===== src/rtl/mag_sqrt.sv =====
// mag_sqrt: iterative square root of an unsigned power word (I^2+Q^2).
// Restoring digit-by-digit method, one result bit per clock, valid/ready on both sides.
// Optional feature: define MAG_SQRT_ROUND_EN to round the result to nearest instead of floor.
module mag_sqrt #(
  parameter int unsigned IN_W  = 33,
  parameter int unsigned OUT_W = 17
) (
  input  logic             clock,
  input  logic             reset,
  input  logic             in_valid,
  output logic             in_ready,
  input  logic [IN_W-1:0]  power,
  output logic             out_valid,
  input  logic             out_ready,
  output logic [OUT_W-1:0] mag,
  output logic             busy
);

  localparam int unsigned RadW   = 2 * OUT_W;
  localparam int unsigned RemW   = OUT_W + 2;
  // Extra headroom so the trial subtraction's sign bit is never a data bit.
  localparam int unsigned TrialW = OUT_W + 5;
  localparam int unsigned CntW   = $clog2(OUT_W + 1);

  typedef enum logic [1:0] {StIdle, StCalc, StDone} state_e;

  state_e state_q, state_d;

  logic [RadW-1:0]   rad_q;
  logic [RemW-1:0]   rem_q;
  logic [OUT_W-1:0]  root_q;
  logic [CntW-1:0]   cnt_q;
  logic [OUT_W-1:0]  mag_q;

  logic [1:0]        next2;
  logic [TrialW-1:0] shifted;
  logic [TrialW-1:0] sub;
  logic [TrialW-1:0] diff;
  logic              take;
  logic [RemW-1:0]   rem_step;
  logic [OUT_W-1:0]  root_step;
  logic [OUT_W-1:0]  mag_load;
  logic              last;

  // One restoring square-root step on the current remainder/root.
  always_comb begin
    next2     = rad_q[RadW-1 -: 2];
    shifted   = TrialW'({rem_q, next2});
    sub       = TrialW'({root_q, 2'b01});
    diff      = shifted - sub;
    take      = ~diff[TrialW-1];
    // Either branch is bounded by 2*root, so it fits back into RemW bits.
    rem_step  = take ? diff[RemW-1:0] : shifted[RemW-1:0];
    root_step = {root_q[OUT_W-2:0], take};
    last      = (cnt_q == '0);
`ifdef MAG_SQRT_ROUND_EN
    // Round up when the leftover exceeds root; saturate rather than wrap at all-ones.
    if ((rem_step > RemW'(root_step)) && !(&root_step)) begin
      mag_load = root_step + OUT_W'(1);
    end else begin
      mag_load = root_step;
    end
`else
    mag_load = root_step;
`endif
  end

  // State register.
  always_ff @(posedge clock) begin
    if (reset) begin
      state_q <= StIdle;
    end else begin
      state_q <= state_d;
    end
  end

  // Next-state logic.
  always_comb begin
    state_d = state_q;
    unique case (state_q)
      StIdle: if (in_valid) state_d = StCalc;
      StCalc: if (last) state_d = StDone;
      StDone: if (out_ready) state_d = StIdle;
      default: state_d = StIdle;
    endcase
  end

  // Handshake outputs decoded from state.
  always_comb begin
    in_ready  = 1'b0;
    busy      = 1'b0;
    out_valid = 1'b0;
    unique case (state_q)
      StIdle:  in_ready  = 1'b1;
      StCalc:  busy      = 1'b1;
      StDone:  out_valid = 1'b1;
      default: in_ready  = 1'b0;
    endcase
  end

  // Datapath: load on accept, iterate in CALC, capture the result on the final step.
  always_ff @(posedge clock) begin
    if (reset) begin
      rad_q  <= '0;
      rem_q  <= '0;
      root_q <= '0;
      cnt_q  <= '0;
      mag_q  <= '0;
    end else begin
      unique case (state_q)
        StIdle: begin
          if (in_valid) begin
            rad_q  <= RadW'(power);
            rem_q  <= '0;
            root_q <= '0;
            cnt_q  <= CntW'(OUT_W - 1);
          end
        end
        StCalc: begin
          rad_q  <= {rad_q[RadW-3:0], 2'b00};
          rem_q  <= rem_step;
          root_q <= root_step;
          if (last) begin
            mag_q <= mag_load;
          end else begin
            cnt_q <= cnt_q - CntW'(1);
          end
        end
        default: begin
        end
      endcase
    end
  end

  assign mag = mag_q;

endmodule

===== config.mk =====
export PLATFORM = sky130hd
export DESIGN_NAME = mag_sqrt
export DESIGN_NICKNAME = d
export VERILOG_FILES = /design/src/rtl/mag_sqrt.sv
export SDC_FILE = /design/constraint.sdc
export NUM_CORES = 1
export LEC_CHECK = 0
export BUFFER_PORTS_ARGS = -buffer_cell sky130_fd_sc_hd__buf_2
export CAP_MARGIN = 20
export CORE_ASPECT_RATIO = 1.25
export CORE_MARGIN = 3
export CORE_UTILIZATION = 50
export CTS_BUF_LIST = sky130_fd_sc_hd__clkbuf_4
export CTS_CLUSTER_DIAMETER = 200
export CTS_CLUSTER_SIZE = 8
export DETAILED_ROUTE_END_ITERATION = 10
export GPL_TIMING_DRIVEN = 0
export PLACE_DENSITY = 0.7
export SYNTH_ARGS = -nofsm -noshare
export SYNTH_HDL_FRONTEND = slang
export SYNTH_SLANG_ARGS = --single-unit

===== constraint.sdc =====
create_clock -name clock -period 6.43 [get_ports clock]
set_input_delay 0.3215 -clock clock [delete_from_list [all_inputs] [get_ports clock]]
set_output_delay 0.3215 -clock clock [all_outputs]
set_load 0.01 [all_outputs]

==> reports/metrics.cfg <==
[final_layout]
final_util=0.582
syn2layout_area_growth_pct=11.2
final_nets=710
finalNonFillerCells=777
diodes=0
drive_gt1_frac=0.122

[drt]
viasPerCell=5.53
drt_iter0_drc=215
drc=0
routedWlPerCell_um=14.6
first_pass_iters=4
route.final.wire_length_um=11400
vias=4300
antenna_left=0

[floorplan]
core_um2=8890
die-width_um=92.3
pin_count=57
rows=38
initial_core_util=0.524
die_h_um=114
die_area_um2=10500

[pwr]
max-vdd-ir-drop_mv=0.204
p_total_uw=2300
p_per_area_nw_per_um2=445
p_leak_uw=0.00211

[worst_setup_path]
arrival_ps=3190
crit_type=flip-flop to flip-flop
cp.required_ps=6770
cp-end-kind=flip-flop
path_max_fanout=10
rr_startpoint=root_q[16]$_SDFFE_PP0P_
crit_path_start=root_q[16]$_SDFFE_PP0P_
critPathLaunchType=flip-flop

[worst_hold_path]
min-delay-start=power[12]
min-delay-path-class=input port to flip-flop

[grt]
overflow=0
grt_start_max_net_pins=14
grt_pass1_vias=4177
antenna_found_initial=0
grt_use_total=0.228
grt_pass1_wl_um=19400

[cts]
clk_path_buf_depth=2
ctsResizeCount=0
postCtsSetupBuffers=0
cts.htree.levels=3
clock_sinks=94
cts.clk_slew.worst_paths_ps=130
root_buffer=clkbuf_4
clk_latency_ps=430
cts_tree=done
numCtsBuffers=9
cts.hold.buffers_added=0

[synthesis]
synth_nets=644
syn_area_per_cell_um2=7.93
synth_area_leaders=dfxtp_1 (40%), nand2_1 (8.9%), nor2_1 (6.3%), a311oi_1 (5.8%), ha_1 (5.4%)
synth_edf_count=0
synth-xor-area-share=0.0301
synthCells=587
synth-main-ff-cell=dfxtp_1
ys_seq_area_frac=0.404
synth_compound_area_frac=0.226
synth_top_family_by_area=compound AO/OA/AOI/OAI gates
synth.most_common_cell=nand2_1
synth_commonest_cells=nand2_1 (111), dfxtp_1 (94), nor2_1 (78)
netlist_area_um2=4660
synth_fa_ha_area_frac=0.0537
synthSimpleGateAreaFrac=0.209
ys_ff_latch=94
synth_cell_types=51
ys_async_sr_fraction=0
synth_warnings=0
synth_top_area_share=0.404
muxShareOfSynthArea=0.0218
synth_top_area_cell=dfxtp_1

[sta]
drv_slew=0
tightest_slew_ps=970
rsz0062_at_grt=no
min_period_over_period=0.443
hold_violations=0
clock-skew-final_ps=9.52
max_freq_mhz=351
period_minus_slack_ps=2850
finalSetupViolations=0
setup_tns_ps=0
maxSlewHeadroom=0.337

[place]
dp_hpwl_um=8700
dp_cells=762
place_congestion=0.893
port_buffers=55

[job]
maxCapViolCount=0

[outcome]
status=complete, no violations

-- where the power goes --
group          switching, µW  internal (µW)  total (µW)  leakage [µW]
clock                    180           81.7         262     0.0000569
combinational            750            591        1340       0.00129
sequential              48.7            650         699      0.000767
total                    979           1320        2300       0.00211
-- layout by cell type (no fill, tap or decap), types with 4 or more instances in the layout --
cell type	n
nand2_1	111
dfxtp_1	94
nor2_1	78
buf_2	58
a21oi_1	34
a311oi_1	31
clkbuf_1	30
inv_1	26
ha_1	20
o21ai_0	19
a22oi_1	19
clkbuf_4	11
o21ai_1	10
xnor2_1	10
mux2i_1	9
nor3_1	8
nand2b_1	7
nand3_1	7
a32oi_1	7
a21o_1	6
xor2_1	6
clkinv_1	5
or2_2	4
-- critical path, stage by stage (launching register included) --
cell	delay (ps)
dfxtp_1	350
inv_1	70
ha_1	320
a2111oi_0	870
o21ai_1	290
a21oi_4	300
buf_6	210
a21oi_2	80
a32o_1	260
-- through the flow --
step | hold slack, ps | setup slack, ps | instance area, µm²
2_1_floorplan | 442 | 3980 | 4660
3_3_place_gp | 441 | 3680 | 5080
3_5_place_dp | 446 | 3620 | 5080
4_1_cts | 102 | 3610 | 5180
5_1_grt | 88.5 | 3360 | 5180
6_report | 130 | 3580 | 5180
-- metal layers --
| metal | vias up | global-route usage | wire length, µm |
|---|---|---|---|
| met5 | - | 0 | 0 |
| met4 | 0 | 0.0694 | 142 |
| met3 | 11 | 0.0521 | 489 |
| met2 | 95 | 0.403 | 5750 |
| met1 | 2013 | 0.275 | 5000 |
| li1 | 2181 | - | - |
-- kinds of logic after synthesis --
family          after synthesis
fa+ha+maj                    20
buf+inv                      63
xor+xnor                     16
flops                        94
simple gates                232
mux                          10
compound gates              152
-- registers in the layout, summed over array words and instances (netlist names) --
name / count
rad_q: 34
rem_q: 19
mag: 17
root_q: 17
cnt_q: 5
state_q: 2
-- area by class of cell --
class	count	area (µm²)
buffer	36	154
clock buffer	11	82.6
clock inverter	4	15.0
fill	878	3710
inverter	27	101
multi-input combinational	430	2520
sequential	94	1880
tap	120	150
timing repair buffer	55	275
-- path summary, 6_finish.rpt --
path / slack (ps) / depth (start not counted) / endpoint
worst max-delay path: 3580 / 8 / rem_q[13]$_SDFFE_PP0P_
worst min-delay path: 130 / 3 / rad_q[12]$_SDFFE_PP0P_
worst max register to register: 3580 / 8 / rem_q[13]$_SDFFE_PP0P_
worst min register to register: 460 / 2 / mag[13]$_SDFFE_PP0P_
Note: power is estimated with default switching activity, not from simulation.
